$ cat config.mk
export PLATFORM = sky130hd
export DESIGN_NAME = lc3_writeback_flat
export DESIGN_NICKNAME = d
export VERILOG_FILES = /design/src/rtl/lc3_writeback_if.sv /design/src/rtl/lc3_writeback.sv /design/src/flat_wrapper.sv
export SDC_FILE = /design/constraint.sdc
export NUM_CORES = 1
export LEC_CHECK = 0
export CAP_MARGIN = 20
export CORE_MARGIN = 1
export CORE_UTILIZATION = 40
export DETAILED_ROUTE_END_ITERATION = 8
export PLACE_DENSITY = 0.72
export SYNTH_ARGS = -nofsm -noshare
export SYNTH_HDL_FRONTEND = slang
export SYNTH_SLANG_ARGS = --single-unit
$ cat constraint.sdc
create_clock -name clock -period 6.5 [get_ports clock]
set_input_delay 1.625 -clock clock [delete_from_list [all_inputs] [get_ports clock]]
set_output_delay 1.625 -clock clock [all_outputs]
set_load 0.01 [all_outputs]
$ cat src/rtl/lc3_writeback_if.sv
// Bundle between the LC3 execute/memory stages and the writeback stage:
// write request, register read ports and the delayed writeback record.
interface lc3_writeback_if #(
  parameter int DATA_WIDTH     = 16,
  parameter int REG_ADDR_WIDTH = 3
);
  logic                      enable_writeback;
  logic [1:0]                W_Control_in;
  logic [DATA_WIDTH-1:0]     aluout;
  logic [DATA_WIDTH-1:0]     memout;
  logic [DATA_WIDTH-1:0]     pcout;
  logic [REG_ADDR_WIDTH-1:0] dr;
  logic [REG_ADDR_WIDTH-1:0] sr1;
  logic [REG_ADDR_WIDTH-1:0] sr2;
  logic [DATA_WIDTH-1:0]     d1;
  logic [DATA_WIDTH-1:0]     d2;
  logic [2:0]                psr;
  logic                      wb_valid_out;
  logic [REG_ADDR_WIDTH-1:0] wb_dr_out;
  logic [DATA_WIDTH-1:0]     wb_data_out;

  modport master (
    output enable_writeback, W_Control_in, aluout, memout, pcout, dr, sr1, sr2,
    input  d1, d2, psr, wb_valid_out, wb_dr_out, wb_data_out
  );

  modport slave (
    input  enable_writeback, W_Control_in, aluout, memout, pcout, dr, sr1, sr2,
    output d1, d2, psr, wb_valid_out, wb_dr_out, wb_data_out
  );
endinterface

$ cat src/rtl/lc3_writeback.sv
// LC3 writeback stage: result select, 8-entry register file, NZP condition
// codes and a one-cycle-delayed record of each accepted write.
module lc3_writeback #(
  parameter int DATA_WIDTH     = 16,
  parameter int REG_ADDR_WIDTH = 3
) (
  input  logic           clock,
  input  logic           reset,
  lc3_writeback_if.slave wb
);
  localparam int NUM_REGS = 2 ** REG_ADDR_WIDTH;

  typedef enum logic [1:0] {
    SEL_ALU  = 2'd0,
    SEL_MEM  = 2'd1,
    SEL_PC   = 2'd2,
    SEL_RSVD = 2'd3
  } wb_sel_e;

  wb_sel_e                   sel;
  logic [DATA_WIDTH-1:0]     wb_data;
  logic                      write_en;

  logic [DATA_WIDTH-1:0]     regs_q [NUM_REGS];
  logic [2:0]                psr_q, psr_d;
  logic                      wb_valid_q, wb_valid_d;
  logic [REG_ADDR_WIDTH-1:0] wb_dr_q, wb_dr_d;
  logic [DATA_WIDTH-1:0]     wb_data_q, wb_data_d;

  assign sel = wb_sel_e'(wb.W_Control_in);

  // Enable gates first so an unknown select with no write cannot leak into state.
  assign write_en = wb.enable_writeback && (sel != SEL_RSVD);

  // NOTE: every variable driven in always_comb gets a default first so no latch is inferred.
  always_comb begin
    wb_data = wb.aluout;
    case (sel)
      SEL_MEM: wb_data = wb.memout;
      SEL_PC:  wb_data = wb.pcout;
      default: wb_data = wb.aluout;
    endcase
  end

  always_comb begin
    psr_d      = psr_q;
    wb_valid_d = write_en;
    wb_dr_d    = wb_dr_q;
    wb_data_d  = wb_data_q;
    if (write_en) begin
      if (wb_data[DATA_WIDTH-1])  psr_d = 3'b100;
      else if (wb_data == '0)     psr_d = 3'b010;
      else                        psr_d = 3'b001;
      wb_dr_d   = wb.dr;
      wb_data_d = wb_data;
    end
  end

  // NOTE: the register file is reset explicitly, so it maps to flops rather than a RAM macro;
  // reads after reset must return zero.
  always_ff @(posedge clock or posedge reset) begin
    if (reset) begin
      for (int i = 0; i < NUM_REGS; i++) regs_q[i] <= '0;
    end else if (write_en) begin
      // NOTE: non-blocking writes keep same-cycle reads returning the old value.
      regs_q[wb.dr] <= wb_data;
    end
  end

  always_ff @(posedge clock or posedge reset) begin
    if (reset) begin
      psr_q      <= 3'b000;
      wb_valid_q <= 1'b0;
      wb_dr_q    <= '0;
      wb_data_q  <= '0;
    end else begin
      psr_q      <= psr_d;
      wb_valid_q <= wb_valid_d;
      wb_dr_q    <= wb_dr_d;
      wb_data_q  <= wb_data_d;
    end
  end

  // Read ports have no bypass; the execute stage resolves hazards.
  assign wb.d1           = regs_q[wb.sr1];
  assign wb.d2           = regs_q[wb.sr2];
  assign wb.psr          = psr_q;
  assign wb.wb_valid_out = wb_valid_q;
  assign wb.wb_dr_out    = wb_dr_q;
  assign wb.wb_data_out  = wb_data_q;
endmodule

$ cat src/flat_wrapper.sv
// flat-port wrapper written by rule: the top's interface ports become plain ports
module lc3_writeback_flat 
#(
  parameter int DATA_WIDTH     = 16,
  parameter int REG_ADDR_WIDTH = 3
)
  (clock, reset, wb_enable_writeback, wb_W_Control_in, wb_aluout, wb_memout, wb_pcout, wb_dr, wb_sr1, wb_sr2, wb_d1, wb_d2, wb_psr, wb_wb_valid_out, wb_wb_dr_out, wb_wb_data_out);
  lc3_writeback_if #(.DATA_WIDTH(DATA_WIDTH), .REG_ADDR_WIDTH(REG_ADDR_WIDTH)) wb_i ();
  input  logic clock;
  input  logic reset;
  input wire logic [$bits(wb_i.enable_writeback)-1:0] wb_enable_writeback;
  input wire logic [$bits(wb_i.W_Control_in)-1:0] wb_W_Control_in;
  input wire logic [$bits(wb_i.aluout)-1:0] wb_aluout;
  input wire logic [$bits(wb_i.memout)-1:0] wb_memout;
  input wire logic [$bits(wb_i.pcout)-1:0] wb_pcout;
  input wire logic [$bits(wb_i.dr)-1:0] wb_dr;
  input wire logic [$bits(wb_i.sr1)-1:0] wb_sr1;
  input wire logic [$bits(wb_i.sr2)-1:0] wb_sr2;
  output wire logic [$bits(wb_i.d1)-1:0] wb_d1;
  output wire logic [$bits(wb_i.d2)-1:0] wb_d2;
  output wire logic [$bits(wb_i.psr)-1:0] wb_psr;
  output wire logic [$bits(wb_i.wb_valid_out)-1:0] wb_wb_valid_out;
  output wire logic [$bits(wb_i.wb_dr_out)-1:0] wb_wb_dr_out;
  output wire logic [$bits(wb_i.wb_data_out)-1:0] wb_wb_data_out;
  assign wb_i.enable_writeback = wb_enable_writeback;
  assign wb_i.W_Control_in = wb_W_Control_in;
  assign wb_i.aluout = wb_aluout;
  assign wb_i.memout = wb_memout;
  assign wb_i.pcout = wb_pcout;
  assign wb_i.dr = wb_dr;
  assign wb_i.sr1 = wb_sr1;
  assign wb_i.sr2 = wb_sr2;
  assign wb_d1 = wb_i.d1;
  assign wb_d2 = wb_i.d2;
  assign wb_psr = wb_i.psr;
  assign wb_wb_valid_out = wb_i.wb_valid_out;
  assign wb_wb_dr_out = wb_i.wb_dr_out;
  assign wb_wb_data_out = wb_i.wb_data_out;
  lc3_writeback #(.DATA_WIDTH(DATA_WIDTH), .REG_ADDR_WIDTH(REG_ADDR_WIDTH)) u_core (.clock(clock), .reset(reset), .wb(wb_i));
endmodule
==> results of run 1 <==
[kinds of logic after synthesis]
group	count (synthesis)	synth area share, %
adder cells (fa/ha/maj)	3	0.483
AO/OA/AOI/OAI	162	11.8
AND/OR/NAND/NOR	155	8.12
multiplexers	128	27.8
buffers and inverters	58	3.52
flip-flops	150	48.3
[worst max-delay path: stages]
cell             delay (ns)
buf_2                  0.47
buf_4                  0.35
mux4_2                 0.53
mux2_2                 0.28
clkdlybuf4s50_1        0.48
[cells in the final DEF, fill, tap and decap left out, drive strengths merged, types with 2 or more instances in the layout]
cell / Yosys / layout
bufinv: 0 / 2
buf: 19 / 22
mux4: 64 / 64
nand4: 5 / 5
nor3b: 2 / 2
nor2: 3 / 3
clkinv: 0 / 8
o21ai: 128 / 128
mux2: 64 / 64
clkinvlp: 0 / 3
nand2: 139 / 139
clkdlybuf4s50: 0 / 114
a22oi: 16 / 16
nand3b: 2 / 2
dfrtp: 150 / 150
nand3: 2 / 2
ha: 3 / 3
o21a: 16 / 16
clkbuf: 35 / 19
inv: 4 / 4
[report_power, final]
part | total [mW] | switching, mW | internal, mW
clock network | 0.947 | 0.385 | 0.562
logic | 0.777 | 0.319 | 0.458
registers | 1.28 | 0.152 | 1.13
total | 3.01 | 0.857 | 2.15
[per-stage QoR]
step | util, % | hold WS (ns)
6_report | 51.6 | 0.474
5_1_grt | 51.6 | 0.514
4_1_cts | 51.4 | 0.483
3_5_place_dp | 48.4 | 0.461
3_3_place_gp | 48.4 | 0.461
2_1_floorplan | - | 0.461
[per-layer routing]
| layer | GRT usage [%] | share of wire, % |
|---|---|---|
| met4 | 5.55 | 1.3 |
| met1 | 28.6 | 43 |
| met3 | 5.57 | 6.6 |
| met2 | 36.4 | 49 |
| met5 | 0 | 0 |
[worst max-delay path by stage]
stage | from | to | slack (ns)
floorplan | reset | u_core.regs_q[0]$_DFFE_PP0P_ | 0.84
global placement | wb_sr1[0] | wb_d1[5] | 1.13
detailed placement | wb_sr1[0] | wb_d1[5] | 1.09
CTS | wb_sr1[0] | wb_d1[5] | 1.08
global route | wb_sr1[0] | wb_d1[7] | 1.01
finish | wb_sr1[0] | wb_d1[7] | 1.12
[area by class of cell]
| class | instances | area, um^2 | area share [%] |
|---|---|---|---|
| Tap cell | 260 | 325 | 3.33 |
| Clock inverter | 13 | 134 | 1.37 |
| Sequential cell | 150 | 3750 | 38.5 |
| Clock buffer | 19 | 433 | 4.44 |
| Inverter | 4 | 20.0 | 0.205 |
| Multi-Input combinational cell | 448 | 3750 | 38.4 |
| Timing Repair Buffer | 136 | 1340 | 13.7 |
[flip-flops by register name, indices dropped and copies added (netlist names)]
signal,count
u_core.regs_q,128
u_core.wb.wb_data_out,16
u_core.wb.psr,2
u_core.wb.wb_valid_out,1
u_core.wb.wb_dr_out,3
==> run_results.csv, run 1 <==
group,metric,value,unit
floorplanning,initial_core_util,41.2,%
place,gp_congestion,0.781,
timing,timing.final.crit_period,5.38,ns
clocking,ctsResizeCount,0,
floorplanning,die_area,20000,um^2
cells_and_area,n_antenna_cell,0,
run_status,status,"complete, no violations",
setup_path,arrival,3.75,ns
clocking,clkSinkCount,150,
clocking,cts_setup_buffers,0,
cells_and_area,fillCellCount,1684,
yosys,syn-num-nets,721,
timing,rsz0062_at_grt,"no",
drt,vias,5615,
timing,finalSetupViolCount,0,
place,placed_area,9140,um^2
setup_path,timing.rr.end,"u_core.regs_q[66]$_DFFE_PP0P_",
place,port_buffers,116,
timing,max_freq,186,MHz
min_path,whs_endpoint,"u_core.wb.wb_data_out[9]$_DFFE_PP0P_",
cells_and_area,area_growth,25.4,%
place,dp.cells,996,
floorplanning,die_x,141,um
setup_path,worstPathRequired,4.88,ns
power_and_ir_drop,finalPower,3.01,mW
cells_and_area,stdcell_count,1030,
yosys,synth_edf_count,0,
drt,wl_per_cell,20.0,um
setup_path,endpoint_kind,"output pin",
min_path,holdCritStartpoint,"u_core.wb.wb_data_out[9]$_DFFE_PP0P_",
global_routing,grt_pass1_vias,5881,
setup_path,r2r_start,"u_core.regs_q[66]$_DFFE_PP0P_",
setup_path,crit_type,"in2out",
power_and_ir_drop,vdd_drop_max,0.151,mV
yosys,synthCells,656,
clocking,cts_max_level,4,
floorplanning,io_pins,117,
setup_path,reg2reg_depth,1,
yosys,synth_ff_type,"dfrtp_1",
setup_path,crit_fanout,16,
drt,avgViaCountPerCell,5.45,
clocking,cts_buffers,17,
clocking,holdBufCountCts,0,
power_and_ir_drop,p_per_area,308,nW/um^2
global_routing,grt_first_pass_wirelength,32500,um
floorplanning,die_h,141,um
place,place_hpwl,13200,um
yosys,ys_ff_latch,150,
global_routing,grt_max_degree,113,
min_path,hold_path_class,"reg2reg",
timing,fin_crit_sh,82.7,%
clocking,clkLatencyLatePin,0.42,ns
global_routing,antenna_found_initial,0,
run,cap_violations,0,
power_and_ir_drop,p_leak,4.08,nW
drt,dr.pass1.iters,5,
setup_path,start_kind,"input port",
setup_path,r2r_slack,5.70,ns
timing,tightest_slew,0.972,ns
timing,tns,0,ns
yosys,syn_area,7780,um^2
global_routing,grt_overflow,0,
clocking,cts_tree,"done",
clocking,clockBufferDepth,2,
timing,hold_violations,0,
yosys,yosys.area.top_type,"dfrtp_1",
drt,dr.first_iter.drc_count,385,
place,dp_slack,1.09,ns
clocking,path_clk_slew,0.06,ns
yosys,ys_warn_count,0,
yosys,synth_area_leaders,"dfrtp_1 48%, mux4_2 19%, mux2_2 9.0%, o21ai_0 8.2%, nand2_1 6.7%",
timing,skew,0,ns
floorplanning,std_cell_rows,50,
global_routing,track_usage,21.8,%
yosys,yosysSeqAreaShare,48.3,%
drt,ant_nets,0,
cells_and_area,layout-drive-gt1-share,24.8,%
floorplanning,coreArea,18900,um^2
cells_and_area,stdcell_area,9760,um^2
timing,max_slew_margin,35.2,%
yosys,synth_commonest_cells,"150 x dfrtp_1, 139 x nand2_1, 128 x o21ai_0",
min_path,hold_depth,2,
cells_and_area,num-nets-final,822,
yosys,avgSynthCellArea,11.9,um^2
yosys,asyncSetResetFlopFracSynth,100,%
yosys,synth_most_common_cell,"dfrtp_1",
yosys,synth_cell_types,27,
drt,routed_wl,20600,um
yosys,yosysTopAreaCellShare,48.3,%
timing,maxSlewViolCount,0,
clocking,cts-root-buf,"clkbuf_16",
drt,drc,0,
timing,setup_ws,1.12,ns
(Power assumes the default switching activity.)
==> inputs of run 2 (changes only) <==
Settings changed: PLACE_DENSITY 0.72 to 0.74.
Clock period 6.5 ns to 4.63 ns, I/O delays scaled along.
==> run_results.csv, run 2 (synthesized netlist as in run 1, its figures left out) <==
group,metric,value,unit
run_status,status,"complete, no violations",
power_and_ir_drop,vdd_drop_max,0.304,mV
setup_path,arrival,3.06,ns
clocking,cts_max_level,4,
setup_path,reg2reg_depth,1,
global_routing,grt_pass1_vias,5957,
timing,fin_crit_sh,91.0,%
cells_and_area,layout-drive-gt1-share,24.8,%
place,gp_congestion,0.792,
timing,setup_ws,0.414,ns
drt,wl_per_cell,20.6,um
place,dp_slack,0.428,ns
setup_path,start_kind,"input port",
setup_path,worstPathCellList,"buf_2 > buf_12 > mux4_2 > mux2_2 > clkdlybuf4s50_1",
clocking,cts_setup_buffers,0,
timing,max_slew_margin,37.9,%
min_path,hold_path_class,"reg2reg",
clocking,holdBufCountCts,0,
timing,hold_violations,0,
power_and_ir_drop,finalPower,4.30,mW
run,cap_violations,0,
cells_and_area,area_growth,26.8,%
place,dp.cells,998,
setup_path,r2r_slack,3.81,ns
power_and_ir_drop,p_leak,4.13,nW
timing,tightest_slew,0.932,ns
drt,routed_wl,21200,um
min_path,holdCritStartpoint,"u_core.wb.wb_data_out[4]$_DFFE_PP0P_",
place,place_hpwl,13800,um
clocking,ctsResizeCount,0,
cells_and_area,largest_register,"u_core.regs_q",
clocking,path_clk_slew,0.06,ns
timing,timing.final.crit_period,4.22,ns
floorplanning,coreArea,18900,um^2
drt,avgViaCountPerCell,5.64,
clocking,clockBufferDepth,2,
global_routing,antenna_found_initial,0,
setup_path,crit_fanout,14,
setup_path,slowest_delay,0.52,ns
floorplanning,die_h,141,um
clocking,clkSinkCount,150,
clocking,clkLatencyLatePin,0.42,ns
timing,maxSlewViolCount,0,
global_routing,grt_max_degree,85,
min_path,whs_endpoint,"u_core.wb.wb_data_out[4]$_DFFE_PP0P_",
cells_and_area,final_cell_mix,"150 x dfrtp_1, 139 x nand2_1, 128 x o21ai_0, 114 x clkdlybuf4s50_1, 64 x mux4_2",
timing,max_freq,237,MHz
clocking,cts_tree,"done",
cells_and_area,final_util,52.2,%
cells_and_area,n_antenna_cell,0,
min_path,hold_depth,2,
place,placed_area,9250,um^2
timing,skew,0,ns
timing,tns,0,ns
cells_and_area,multiInputGateArea,3750,um^2
timing,holdWs,0.480,ns
setup_path,endpoint_kind,"output pin",
setup_path,worstPathRequired,3.47,ns
place,port_buffers,116,
cells_and_area,stdcell_count,1031,
power_and_ir_drop,p_per_area,436,nW/um^2
cells_and_area,num-nets-final,823,
timing,finalSetupViolCount,0,
setup_path,r2r_start,"u_core.regs_q[75]$_DFFE_PP0P_",
drt,drc,0,
clocking,cts-root-buf,"clkbuf_16",
floorplanning,std_cell_rows,50,
setup_path,timing.rr.end,"u_core.regs_q[75]$_DFFE_PP0P_",
setup_path,cp_top_family,"buffers and inverters",
cells_and_area,fillCellCount,1630,
setup_path,crit_type,"in2out",
timing,rsz0062_at_grt,"no",
clocking,cts_buffers,17,
floorplanning,initial_core_util,41.2,%
global_routing,grt_overflow,0,
cells_and_area,final_common_cell,"dfrtp_1",
cells_and_area,stdcell_area,9870,um^2
global_routing,grt_first_pass_wirelength,33200,um
drt,ant_nets,0,
setup_path,path_buf_inv,3,
cells_and_area,largest_reg_flops,128,
floorplanning,die_x,141,um
setup_path,worst_path_max_delay_cell,"mux4_2",
floorplanning,die_area,20000,um^2
cells_and_area,seqCellArea,3750,um^2
drt,dr.pass1.iters,5,
global_routing,track_usage,22.4,%
floorplanning,io_pins,117,
drt,dr.first_iter.drc_count,446,
drt,vias,5810,
[run 2: cell type report]
| type | instances | share of cell area (%) |
|---|---|---|
| inverters | 4 | 0.190 |
| well taps | 260 | 3.30 |
| multi-input cells | 448 | 38.0 |
| repair buffers | 137 | 14.5 |
| clock inverters | 8 | 0.977 |
| clock buffers | 24 | 4.98 |
| flip-flops and latches | 150 | 38.0 |
[run 2: routing by layer]
metal  global-route usage [%]  wire, um  vias up
met5                        0         0        -
met2                     37.1     10400      228
met3                     5.16      1360       38
met1                     29.4      9110     2937
met4                     6.96       384        0
li1                         -         -     2607
[run 2: worst max-delay path by stage]
stage	startpoint	endpoint	cells past startpoint
floorplan	wb_sr1[0]	wb_d1[0]	4
global placement	wb_sr1[0]	wb_d1[8]	5
detailed placement	wb_sr1[0]	wb_d1[0]	5
CTS	wb_sr1[0]	wb_d1[0]	5
global route	wb_sr1[0]	wb_d1[15]	5
finish	wb_sr1[0]	wb_d1[0]	5
[run 2: power breakdown]
part / total (mW) / switching, mW / internal, mW
logic: 1.11 / 0.461 / 0.653
clock network: 1.38 / 0.528 / 0.847
registers: 1.81 / 0.224 / 1.59
total: 4.30 / 1.21 / 3.09
